[config.mk]
export PLATFORM = sky130hd
export DESIGN_NAME = jtbubl_sndcomm
export DESIGN_NICKNAME = d
export VERILOG_FILES = /design/src/rtl/jtbubl_sndcomm.sv
export SDC_FILE = /design/constraint.sdc
export NUM_CORES = 1
export LEC_CHECK = 0
export ABC_AREA = 1
export CAP_MARGIN = 20
export CELL_PAD_IN_SITES_DETAIL_PLACEMENT = 1
export CELL_PAD_IN_SITES_GLOBAL_PLACEMENT = 1
export CORE_MARGIN = 1
export CORE_UTILIZATION = 35
export CTS_BUF_LIST = sky130_fd_sc_hd__clkbuf_8
export CTS_CLUSTER_DIAMETER = 200
export DETAILED_ROUTE_END_ITERATION = 16
export GPL_ROUTABILITY_DRIVEN = 0
export GPL_TIMING_DRIVEN = 0
export PLACE_DENSITY_LB_ADDON = 0.1
export SYNTH_ARGS = -nofsm -noshare
export SYNTH_HDL_FRONTEND = slang
export SYNTH_SLANG_ARGS = --single-unit
[constraint.sdc]
create_clock -name clk24 -period 2 [get_ports clk24]
set_input_delay 0.3 -clock clk24 [delete_from_list [all_inputs] [get_ports clk24]]
set_output_delay 0.3 -clock clk24 [all_outputs]
set_load 0.01 [all_outputs]
[src/rtl/jtbubl_sndcomm.sv]
// Main-to-sound command channel, sound CPU side: command latch, reply byte,
// status window and NMI generation, all in the clk24 domain.
module jtbubl_sndcomm #(
  parameter bit RST_KEEPS_CMD = 1'b1
) (
  input  logic       clk24,
  input  logic       rst,
  input  logic       snd_rst,
  input  logic       main_cmd_we,
  input  logic [7:0] main_din,
  input  logic       main_reply_rd,
  output logic [7:0] main_reply,
  output logic       reply_pend,
  input  logic       snd_cs,
  input  logic [1:0] snd_addr,
  input  logic       snd_rdn,
  input  logic       snd_wrn,
  input  logic [7:0] snd_din,
  output logic [7:0] snd_dout,
  output logic       snd_nmi_n,
  output logic       cmd_ovf
);

  logic [7:0] cmd_latch;
  logic       cmd_pend;
  logic       nmi_en;
  logic       rd_l, wr_l, mwr_l, mrd_l;
  logic       rd_lvl, wr_lvl;
  logic       rd_ev, wr_ev, main_wr_ev, main_rd_ev;
  logic       rd_cmd;
  logic [7:0] dout_nx;

  assign rd_lvl     = snd_cs & ~snd_rdn;
  assign wr_lvl     = snd_cs & ~snd_wrn;
  // Sound-side strobes are ignored while the sound CPU is held in reset
  assign rd_ev      = rd_lvl & ~rd_l & ~snd_rst;
  assign wr_ev      = wr_lvl & ~wr_l & ~snd_rst;
  assign main_wr_ev = main_cmd_we & ~mwr_l;
  assign main_rd_ev = main_reply_rd & ~mrd_l;
  assign rd_cmd     = rd_ev && (snd_addr == 2'd0);

  always_comb begin
    dout_nx = 8'hFF;
    case (snd_addr)
      2'd0:    dout_nx = cmd_latch;
      2'd1:    dout_nx = {6'd0, reply_pend, cmd_pend};
      default: dout_nx = 8'hFF;
    endcase
  end

  always_ff @(posedge clk24) begin
    if (rst) begin
      main_reply <= 8'd0;
      reply_pend <= 1'b0;
      snd_dout   <= 8'hFF;
      snd_nmi_n  <= 1'b1;
      cmd_ovf    <= 1'b0;
      cmd_latch  <= 8'd0;
      cmd_pend   <= 1'b0;
      nmi_en     <= 1'b0;
      rd_l       <= 1'b1;
      wr_l       <= 1'b1;
      mwr_l      <= 1'b1;
      mrd_l      <= 1'b1;
    end else begin
      mwr_l     <= main_cmd_we;
      mrd_l     <= main_reply_rd;
      rd_l      <= snd_rst | rd_lvl;
      wr_l      <= snd_rst | wr_lvl;
      snd_dout  <= dout_nx;
      snd_nmi_n <= ~(cmd_pend & nmi_en);

      // Clears first, sets last, so a coincident set always wins
      if (rd_cmd) cmd_pend <= 1'b0;
      if (wr_ev && snd_addr == 2'd3) cmd_ovf <= 1'b0;
      if (snd_rst && !RST_KEEPS_CMD) begin
        cmd_latch <= 8'd0;
        cmd_pend  <= 1'b0;
        cmd_ovf   <= 1'b0;
      end
      if (main_wr_ev) begin
        cmd_latch <= main_din;
        cmd_pend  <= 1'b1;
        if (cmd_pend && !rd_cmd) cmd_ovf <= 1'b1;
      end

      if (main_rd_ev) reply_pend <= 1'b0;
      if (wr_ev) begin
        case (snd_addr)
          2'd0: begin
            main_reply <= snd_din;
            reply_pend <= 1'b1;
          end
          2'd1:    nmi_en <= 1'b1;
          2'd2:    nmi_en <= 1'b0;
          default: ;
        endcase
      end
      if (snd_rst) begin
        nmi_en     <= 1'b0;
        reply_pend <= 1'b0;
        main_reply <= 8'd0;
      end
    end
  end

endmodule

* Word level (Yosys, flattened, before mapping)
Cells that the tools add are included.
Word-level totals: register bits after elaboration 33, input port bits 26, output and inout port bits 19, word-level logic and storage cells 54
Operators by class: eq/ne operators 3, mux-type cells 10, bitwise logic cells 19, reduce and logical (&&, ||, !) cells 10
Operator list (number):
- $pmux 8 s2 | 1
- $and 1x1->1 | 9
- $mux 1 | 8
- $not 1->1 | 8
- $eq 2x2->1 const B | 2
- $reduce_and 2->1 | 2
- $reduce_bool 2->1 | 2
- $logic_and 1x1->1 | 3
- $eq 2x1->1 const B | 1
- $logic_not 2->1 | 1
- $or 1x1->1 | 2
- $pmux 1 s2 | 1
- $reduce_or 2->1 | 1
- $logic_not 1->1 | 1

* Longest topological paths before layout
Gate-level depths: netlist of run 1.
word-level depth 9, mapped depth 8, depth with buffers taken out 7

* Least setup slack after synthesis of run 1
OpenSTA, ideal clock, no wires.
path kind input port to flip-flop, start point in snd_addr[0], end point reg snd_dout[0], library setup time 0.131 ns, arrival time 0.994 ns, required time 1.869 ns, path slack 0.874 ns, stages on the path 6, buffers on the path 1, cell sequence inv_1 > ha_1 > buf_6 > inv_2 > a21oi_4 > o221ai_2
On the way: word-level cells in the longest chain between the ends 2, elaborated cells between the ends (all ways) 3, those cells by class 1 x eq/ne; 1 x mux; 1 x reduce/logical
Ends and longest elaborated chain:
- from (decl) | line 15 | input logic [1:0] snd_addr,
- $eq 2x1->1 or $logic_not 2->1 (tied branches) | line 44 | case (snd_addr)
- $pmux 8 s2 (*) | line 44
- to (signal assigned) | line 70 | snd_dout <= dout_nx;
- to (decl) | line 19 | output logic [7:0] snd_dout,
Mark *: on every way between the ends. The rest lies on a longest branch, timed or not. A chain may end at the register's enable or synchronous reset.

* Final worst setup path of run 1
start point in snd_addr[0], end point reg cmd_pend
On the way: word-level cells in the longest chain between the ends 3
Ends and longest elaborated chain:
- $logic_not 2->1 | line 40 | assign rd_cmd = rd_ev && (snd_addr == 2'd0);
- $logic_and 1x1->1 | line 40
- $reduce_bool 2->1 (no line)
- to (signal assigned) | line 59 | cmd_pend <= 1'b0;
- to (signal assigned) | line 74 | if (rd_cmd) cmd_pend <= 1'b0;
- to (signal assigned) | line 78 | cmd_pend <= 1'b0;
- to (decl) | line 25 | logic cmd_pend;
Every way passes these cells.

==> results of run 1 <==
[state kept, by name, summed over array words and instances, names as in the netlist]
name and cells:
snd_dout 8, cmd_ovf 1, mwr_l 1, snd_nmi_n 1, cmd_latch 8, nmi_en 1
reply_pend 1, cmd_pend 1, wr_l 1, mrd_l 1, rd_l 1, main_reply 8
[cell families after synthesis]
kind of cell	after synthesis
simple gates	60
flops	33
compound gates	28
buf+inv	20
fa+ha+maj	4
[routing by layer]
metal / wire length, µm / part of all wire, %
met1: 1382 / 44
met4: 66 / 2.1
met3: 147 / 4.7
met2: 1531 / 49
met5: 0 / 0
[worst reg2reg max path, delay by kind of cell, from the launching register on]
kind	cells	cell delay, ps
DFF	1	300
and+or+nand+nor	2	170
buffers and inverters	2	240
AOI/OAI and AO/OA	1	220
[cells in the mapped netlist, drive strengths merged]
master	n
o221ai	1
buf	4
clkbuf	1
nand4	9
nand2	27
dfxtp	33
nand3	5
or2	1
o21ai	11
ha	4
a21oi	15
nor2	18
inv	15
o211ai	1
[through the flow]
| stage | cells | worst slack [ps] | hold WS [ps] |
|---|---|---|---|
| 5_1_grt | 242 | 342.8 | 454.3 |
| 3_5_place_dp | 235 | 188.3 | 429.1 |
| 4_1_cts | 242 | 478.0 | 438.7 |
| 6_report | 242 | 488.7 | 440.3 |
| 2_1_floorplan | 145 | 874.4 | 369.1 |
| 3_3_place_gp | 235 | 259.6 | 426.7 |
[where the power goes]
part | total, mW | switching, mW | internal [mW]
registers | 0.691 | 0.00918 | 0.682
logic | 0.161 | 0.0737 | 0.0873
clock network | 0.488 | 0.221 | 0.267
total | 1.34 | 0.304 | 1.04
[area by class of cell]
class,count,share of cell area (%)
Tap cell,46,3.131
Buffer,5,2.519
Inverter,15,3.063
Timing Repair Buffer,44,23.96
Multi-Input combinational cell,92,26.68
Sequential cell,33,35.94
Clock buffer,6,4.493
Clock inverter,1,0.2042
[final timing paths]
kind	end	slack, ps	cells past startpoint
worst max-delay path	cmd_pend$_SDFFE_PP0P_	490	9
worst min-delay path	snd_dout[4]$_SDFF_PP1_	440	2
worst max register to register	cmd_latch[5]$_SDFFE_PP0P_	960	5
worst min register to register	snd_dout[4]$_SDFF_PP1_	440	2
==> flow_metrics.tcl, run 1 <==
set metrics [dict create \
    run_status "completed" \
    final_core_util_pct 54.23 \
    post_synth_instance_area_um2 1254 \
    dp_hpwl_um 2385 \
    power.ir.vdd_worst_uv 453.4 \
    gr_util_met2_pct 30.57 \
    worst_setup_path_end_kind "register" \
    worst-path-buf-inv 4 \
    crit_chain "clkdlybuf4s50_1, inv_1, ha_1, buf_6, inv_2, nor2_1, nand3_1, nand2_1, a21oi_1" \
    synthToLayoutAreaGrowth_pct 46.61 \
    multi_input_comb_area_um2 490.5 \
    seq_area_frac_synth_pct 52.69 \
    dr_total_vias 1146 \
    synth-compound-area-share_pct 13.07 \
    groute.layer.met3.usage_pct 5.383 \
    final-max-slew-violation-count 0 \
    cts-htree-levels 2 \
    detail_route.first_pass.iterations 4 \
    grt_start_max_net_pins 11 \
    hold_class "reg2reg" \
    ioPinCount 45 \
    timing.clock.skew_ps 2.651 \
    buffer_ports.inserted 44 \
    yosysTopAreaCellShare_pct 52.69 \
    ctsRootBufferMaster "sky130_fd_sc_hd__clkbuf_8" \
    num_rows 21 \
    critical_path.slowest_cell "sky130_fd_sc_hd__clkdlybuf4s50_1" \
    die_width_um 61.85 \
    post_dp_cell_area_um2 1752 \
    path_delay_family "buffers and inverters" \
    synth-xor-area-share_pct 0 \
    floorplan.die_area_um2 3825 \
    antenna_found_initial 0 \
    post-route-drc-count 0 \
    worst_ep_required_time_ps 2200 \
    dr.first_iter.drc_count 18 \
    wire_length_of_the_first_global_routing_pass_um 4857 \
    synth_top_family_by_area "simple AND/OR/NAND/NOR gates" \
    avgSynthCellArea_um2 8.646 \
    core_region_area_um2 3390 \
    clock.fmax_mhz 661.7 \
    max_cap_violations 0 \
    cts_hold_buffers 0 \
    mostFrequentLayoutCells "sky130_fd_sc_hd__clkdlybuf4s50_1, sky130_fd_sc_hd__dfxtp_1, sky130_fd_sc_hd__nand2_1" \
    grt.met1_usage_pct 20.38 \
    layout_commonest_cell "sky130_fd_sc_hd__clkdlybuf4s50_1" \
    reg2reg_from "mwr_l$_SDFF_PP1_" \
    postSynthNetCount 175 \
    cts_setup_buffers 0 \
    dieHeight_um 61.85 \
    cts-resized-gates 0 \
    powerDensity_nw_per_um2 729.5 \
    min_from "cmd_latch[4]$_SDFFE_PP0P_" \
    finalNetCount 226 \
    synth_simple_gate_area_share_pct 22.06 \
    cts_tree "built" \
    power_total_mw 1.341 \
    numCtsBuffers 5 \
    fin_crit_sh_pct 75.56 \
    maxSlewHeadroom_pct 81.87 \
    timing_hold_violations_final 0 \
    cp-startpoint "snd_addr[0]" \
    gr-total-overflow 0 \
    globalRouteTotalUtil_pct 17.97 \
    critPathMaxStageDelay_ps 510 \
    initial_utilization_pct 36.99 \
    final_area_um2 1838 \
    number_of_synthesized_register_bits 33 \
    synth.mux.area_fraction_pct 0 \
    fill_cells 396 \
    startpoint_type "input port" \
    first_global_vias 1098 \
    timing_worst_setup_path_type "in2reg" \
    finalSetupViolations 0 \
    synth_cells 145 \
    setup_total_negative_slack_ps 0 \
    final-seq-area_um2 660.6 \
    clock_insertion_delay_worst_skew_ps 280 \
    min_period_ps 1511 \
    synth_warnings 0 \
    clock_slew_at_the_register_clock_pins_of_the_worst_setup_and_hold_paths_ps 60 \
    post-synth-top-area-cell "sky130_fd_sc_hd__dfxtp_1" \
    finalWirelength_um 3128 \
    total_leakage_power_nw 0.6946 \
    worst-endpoint-arrival_ps 1710 \
    critical_path.max_fanout 7 \
    synth_area_leaders "sky130_fd_sc_hd__dfxtp_1, sky130_fd_sc_hd__nand2_1, sky130_fd_sc_hd__a21oi_1, sky130_fd_sc_hd__nor2_1, sky130_fd_sc_hd__nand4_1" \
    detail_route.wl_per_cell_um 12.93 \
    cts.sinks 33 \
    insertedDiodeCount 0 \
    grt_setup_unrepaired "no" \
    ctsLongestPathBuffers 2 \
    yosys.area_share.adder_pct 3.992 \
    yosys.cell_types.count 19 \
    worstMarginPinSlew_ps 271.1 \
    routed_via_density 4.736 \
    antenna_left 0 \
    drive_gt1_share_pct 10.20 \
    gr-max-usage-layer "met2" \
]
No activity file was read; power rests on OpenSTA's default activity.
==> run 2, diff against run 1 <==
--- a/config.mk
+++ b/config.mk
@@ -10,7 +10,7 @@
 export CELL_PAD_IN_SITES_DETAIL_PLACEMENT = 1
 export CELL_PAD_IN_SITES_GLOBAL_PLACEMENT = 1
 export CORE_MARGIN = 1
-export CORE_UTILIZATION = 35
+export CORE_UTILIZATION = 33
 export CTS_BUF_LIST = sky130_fd_sc_hd__clkbuf_8
 export CTS_CLUSTER_DIAMETER = 200
 export DETAILED_ROUTE_END_ITERATION = 16
==> constraint.sdc (replaced) <==
create_clock -name clk24 -period 1.6 [get_ports clk24]
set_input_delay 0.24 -clock clk24 [delete_from_list [all_inputs] [get_ports clk24]]
set_output_delay 0.24 -clock clk24 [all_outputs]
set_load 0.01 [all_outputs]
==> flow_metrics.tcl, run 2 (synthesized netlist as in run 1, its figures left out) <==
set metrics [dict create \
    run_status "completed" \
    drive_gt1_share_pct 10.66 \
    final_core_util_pct 51.09 \
    antenna_found_initial 0 \
    min_period_ps 1457 \
    critical_path.slowest_cell "sky130_fd_sc_hd__clkdlybuf4s50_1" \
    dr.first_iter.drc_count 51 \
    finalNetCount 226 \
    buffer_ports.inserted 44 \
    detail_route.wl_per_cell_um 12.83 \
    dp_hpwl_um 2373 \
    final-max-slew-violation-count 0 \
    cts-resized-gates 0 \
    mostFrequentLayoutCells "sky130_fd_sc_hd__clkdlybuf4s50_1, sky130_fd_sc_hd__dfxtp_1, sky130_fd_sc_hd__nand2_1" \
    timing_worst_setup_path_type "reg2out" \
    finalWirelength_um 3144 \
    num_rows 22 \
    dpl_worst_slack_ps -164.5 \
    layout_commonest_cell "sky130_fd_sc_hd__clkdlybuf4s50_1" \
    power.ir.vdd_worst_uv 689.5 \
    worst_ep_required_time_ps 1360 \
    core_region_area_um2 3661 \
    finalSetupViolations 0 \
    final.setup.worst_slack_ps 142.8 \
    timing.clock.skew_ps 4.682 \
    cts_tree "built" \
    power_total_mw 1.864 \
    startpoint_type "register" \
    layout_top_registers "cmd_latch: 8 flops, main_reply: 8 flops, snd_dout: 8 flops" \
    ioPinCount 45 \
    ctsLongestPathBuffers 2 \
    ctsRootBufferMaster "sky130_fd_sc_hd__clkbuf_8" \
    numCtsBuffers 5 \
    total_leakage_power_nw 0.7087 \
    clock.fmax_mhz 686.2 \
    dieHeight_um 63.64 \
    worst-endpoint-arrival_ps 1220 \
    first_global_vias 1253 \
    globalRouteTotalUtil_pct 18.52 \
    initial_utilization_pct 34.24 \
    hold_class "reg2reg" \
    clock_insertion_delay_worst_skew_ps 290 \
    worstMarginPinSlew_ps 282.9 \
    cts_setup_buffers 0 \
    insertedDiodeCount 0 \
    clock_slew_at_the_register_clock_pins_of_the_worst_setup_and_hold_paths_ps 60 \
    worst-path-buf-inv 1 \
    max_cap_violations 0 \
    synthToLayoutAreaGrowth_pct 49.20 \
    worst_setup_path_end_kind "output pin" \
    grt_start_max_net_pins 11 \
    powerDensity_nw_per_um2 996.3 \
    wire_length_of_the_first_global_routing_pass_um 5602 \
    grt_setup_unrepaired "no" \
    critPathMaxStageDelay_ps 560 \
    fin_crit_sh_pct 91.08 \
    cts_hold_buffers 0 \
    path_delay_family "buffers and inverters" \
    die_width_um 63.64 \
    antenna_left 0 \
    crit_chain "clkdlybuf4s50_1" \
    cts.sinks 33 \
    routed_via_density 4.657 \
    critical_path.max_fanout 3 \
    detail_route.first_pass.iterations 4 \
    gr-total-overflow 0 \
    post-route-drc-count 0 \
    cts-htree-levels 2 \
    floorplan.die_area_um2 4049 \
    timing_hold_violations_final 0 \
    dr_total_vias 1141 \
    maxSlewHeadroom_pct 81.08 \
]
## run 2: changes by cell type in the layout (fill, tap and decap cells not counted), sizes merged
cell and delta:
bufinv +1
## run 2: cell type report
| type | instances | area [µm²] |
|---|---|---|
| Fill cell | 446 | 1790 |
| Sequential cell | 33 | 660.6 |
| Multi-Input combinational cell | 92 | 490.5 |
| Timing Repair Buffer | 44 | 440.4 |
| Clock buffer | 6 | 82.58 |
| Tap cell | 48 | 60.06 |
| Inverter | 15 | 56.30 |
| Buffer | 5 | 46.29 |
| Clock inverter | 2 | 33.78 |
## run 2: metal layers
layer	vias up	GRT usage, %	part of all wire, %
li1	574	-	-
met1	523	20.87	42
met2	38	31.25	51
met3	6	6.703	5.3
met4	0	7.670	1.9
met5	-	0	0
## run 2: final timing paths
path         cells after the start                   from  slack [ps]                   endpoint
max                              1  reply_pend$_SDFF_PP0_         140                 reply_pend
min                              1    nmi_en$_SDFFE_PP0P_         430       snd_nmi_n$_SDFF_PP1_
max reg2reg                      5       mwr_l$_SDFF_PP1_         630  cmd_latch[1]$_SDFFE_PP0P_
min reg2reg                      1    nmi_en$_SDFFE_PP0P_         430       snd_nmi_n$_SDFF_PP1_
## run 2: stage by stage
stage	hold WS (ps)	cells	setup TNS, ps	instance area, µm²
2_1_floorplan	309.1	145	0	1254
3_3_place_gp	411.9	237	-750.4	1754
3_5_place_dp	414.0	237	-1888	1754
4_1_cts	431.0	245	0	1871
5_1_grt	448.3	245	0	1871
6_report	429.4	245	0	1871
## run 2: power breakdown
part | switching (mW) | internal (mW) | total, mW
sequential | 0.0117 | 0.853 | 0.864
combinational | 0.0915 | 0.109 | 0.200
clock | 0.298 | 0.501 | 0.799
==> run 3, diff against run 2 <==
--- a/config.mk
+++ b/config.mk
@@ -9,9 +9,9 @@
 export CAP_MARGIN = 20
 export CELL_PAD_IN_SITES_DETAIL_PLACEMENT = 1
 export CELL_PAD_IN_SITES_GLOBAL_PLACEMENT = 1
-export CORE_MARGIN = 1
+export CORE_MARGIN = 5
 export CORE_UTILIZATION = 33
-export CTS_BUF_LIST = sky130_fd_sc_hd__clkbuf_8
+export CTS_BUF_LIST = sky130_fd_sc_hd__clkbuf_4 sky130_fd_sc_hd__clkbuf_8
 export CTS_CLUSTER_DIAMETER = 200
 export DETAILED_ROUTE_END_ITERATION = 16
 export GPL_ROUTABILITY_DRIVEN = 0
==> flow_metrics.tcl, run 3 (synthesized netlist as in run 1, its figures left out) <==
set metrics [dict create \
    worstHoldPathCells 1 \
    worstMarginPinSlew_ps 312.0 \
    ioPinCount 45 \
    routed_via_density 4.722 \
    post_dp_cell_area_um2 1754 \
    core_region_area_um2 3661 \
    maxSlewHeadroom_pct 79.18 \
    final_area_um2 1874 \
    cts-resized-gates 0 \
    numCtsBuffers 5 \
    final-max-slew-violation-count 0 \
    min_period_ps 1464 \
    total_leakage_power_nw 0.7080 \
    wire_length_of_the_first_global_routing_pass_um 5368 \
    insertedDiodeCount 0 \
    timing_worst_setup_path_type "in2reg" \
    powerDensity_nw_per_um2 1011 \
    clock_insertion_delay_worst_skew_ps 280 \
    gr-total-overflow 0 \
    detail_route.first_pass.iterations 4 \
    drive_gt1_share_pct 11.17 \
    grt_start_max_net_pins 11 \
    floorplan.die_area_um2 5132 \
    min_from "nmi_en$_SDFFE_PP0P_" \
    cp-startpoint "snd_addr[0]" \
    layout_top_registers "cmd_latch: 8 flops, main_reply: 8 flops, snd_dout: 8 flops" \
    hold_class "reg2reg" \
    worst_setup_path_end_kind "register" \
    worst_hold_path_endpoint "snd_nmi_n$_SDFF_PP1_" \
    antenna_left 0 \
    ctsRootBufferMaster "sky130_fd_sc_hd__clkbuf_8" \
    final.hold.worst_slack_ps 428.5 \
    first_global_vias 1220 \
    finalWirelength_um 3361 \
    ctsLongestPathBuffers 2 \
    buffer_ports.inserted 44 \
    clock_slew_at_the_register_clock_pins_of_the_worst_setup_and_hold_paths_ps 70 \
    worst_ep_required_time_ps 1800 \
    clock.fmax_mhz 683.1 \
    post-route-drc-count 0 \
    timing.clock.skew_ps 5.048 \
    num_rows 22 \
    dr_total_vias 1157 \
    critical_path.max_fanout 7 \
    timing_hold_violations_final 0 \
    fill_cells 428 \
    power.ir.vdd_worst_uv 623.3 \
    finalNetCount 226 \
    run_status "completed" \
    ff2ff_path_depth 5 \
    globalRouteTotalUtil_pct 13.39 \
    grt_setup_unrepaired "no" \
    r2r_setup_slk_ps 590 \
    cts_hold_buffers 0 \
    max_cap_violations 0 \
    final.setup.worst_slack_ps 136.1 \
    cts.sinks 33 \
    antenna_found_initial 0 \
    dp_hpwl_um 2517 \
    reg2reg_from "mwr_l$_SDFF_PP1_" \
    layout_commonest_cell "sky130_fd_sc_hd__clkdlybuf4s50_1" \
    cts-htree-levels 2 \
    dr.first_iter.drc_count 47 \
    finalSetupViolations 0 \
    regToRegEndpoint "cmd_latch[1]$_SDFFE_PP0P_" \
    cts_tree "built" \
    die_width_um 71.64 \
    cts_setup_buffers 0 \
    dieHeight_um 71.64 \
    fin_crit_sh_pct 91.50 \
    synthToLayoutAreaGrowth_pct 49.50 \
    detail_route.wl_per_cell_um 13.72 \
    final_core_util_pct 51.20 \
    mostFrequentLayoutCells "sky130_fd_sc_hd__clkdlybuf4s50_1, sky130_fd_sc_hd__dfxtp_1, sky130_fd_sc_hd__nand2_1" \
    worst-endpoint-arrival_ps 1670 \
    dpl_worst_slack_ps -178.8 \
    initial_utilization_pct 34.24 \
    startpoint_type "input port" \
]
==> run 3: cell types whose count changed in the layout (fill, tap and decap cells not counted), sizes merged <==
cell	delta
clkbuf	+1
inv	-1
==> run 3: through the flow <==
| step | TNS [ps] | power [mW] | instances |
|---|---|---|---|
| 6_report | 0 | 1.896 | 245 |
| 5_1_grt | 0 | 1.960 | 245 |
| 4_1_cts | 0 | 1.909 | 245 |
| 3_5_place_dp | -1855 | 1.089 | 237 |
| 3_3_place_gp | -794.8 | 1.077 | 237 |
| 2_1_floorplan | 0 | 0.9650 | 145 |
==> run 3: where the power goes <==
part / total, mW / internal (mW) / switching, mW
Sequential: 0.864 / 0.852 / 0.0116
Combinational: 0.203 / 0.109 / 0.0943
Clock: 0.829 / 0.525 / 0.304
==> run 3: per-layer routing <==
| metal | GRT usage [%] | vias to the layer above | wire length [µm] |
|---|---|---|---|
| met5 | 0 | - | 0 |
| met3 | 4.348 | 4 | 229 |
| li1 | - | 575 | - |
| met1 | 16.23 | 542 | 1457 |
| met4 | 4.175 | 0 | 29 |
| met2 | 22.45 | 36 | 1644 |
==> run 3: worst max path at each step <==
| stage | to | slack (ps) | depth (start not counted) |
|---|---|---|---|
| 6_report | cmd_pend$_SDFFE_PP0P_ | 140 | 9 |
| 5_1_grt | cmd_pend$_SDFFE_PP0P_ | 40 | 9 |
| 4_1_cts | cmd_pend$_SDFFE_PP0P_ | 120 | 9 |
| 3_5_place_dp | cmd_pend$_SDFFE_PP0P_ | -180 | 9 |
| 3_3_place_gp | snd_dout[0]$_SDFF_PP1_ | -110 | 7 |
| 2_1_floorplan | snd_dout[0]$_SDFF_PP1_ | 530 | 6 |
==> run 3: final cells by class <==
cell class | instances | area [µm²] | area share, %
flip-flops and latches | 33 | 660.6 | 35.25
inverters | 15 | 56.30 | 3.004
clock inverters | 1 | 30.03 | 1.602
plain buffers | 5 | 46.29 | 2.470
multi-input cells | 92 | 490.5 | 26.17
clock buffers | 7 | 90.09 | 4.806
well taps | 48 | 60.06 | 3.204
repair buffers | 44 | 440.4 | 23.50
==> run 3: critical path: stages <==
cell and delay, ps:
sky130_fd_sc_hd__clkdlybuf4s50_1 520, sky130_fd_sc_hd__inv_1 90, sky130_fd_sc_hd__ha_1 210, sky130_fd_sc_hd__buf_6 130, sky130_fd_sc_hd__inv_2 110, sky130_fd_sc_hd__nor2_1 60, sky130_fd_sc_hd__nand3_1 100, sky130_fd_sc_hd__nand2_1 60
sky130_fd_sc_hd__a21oi_1 140
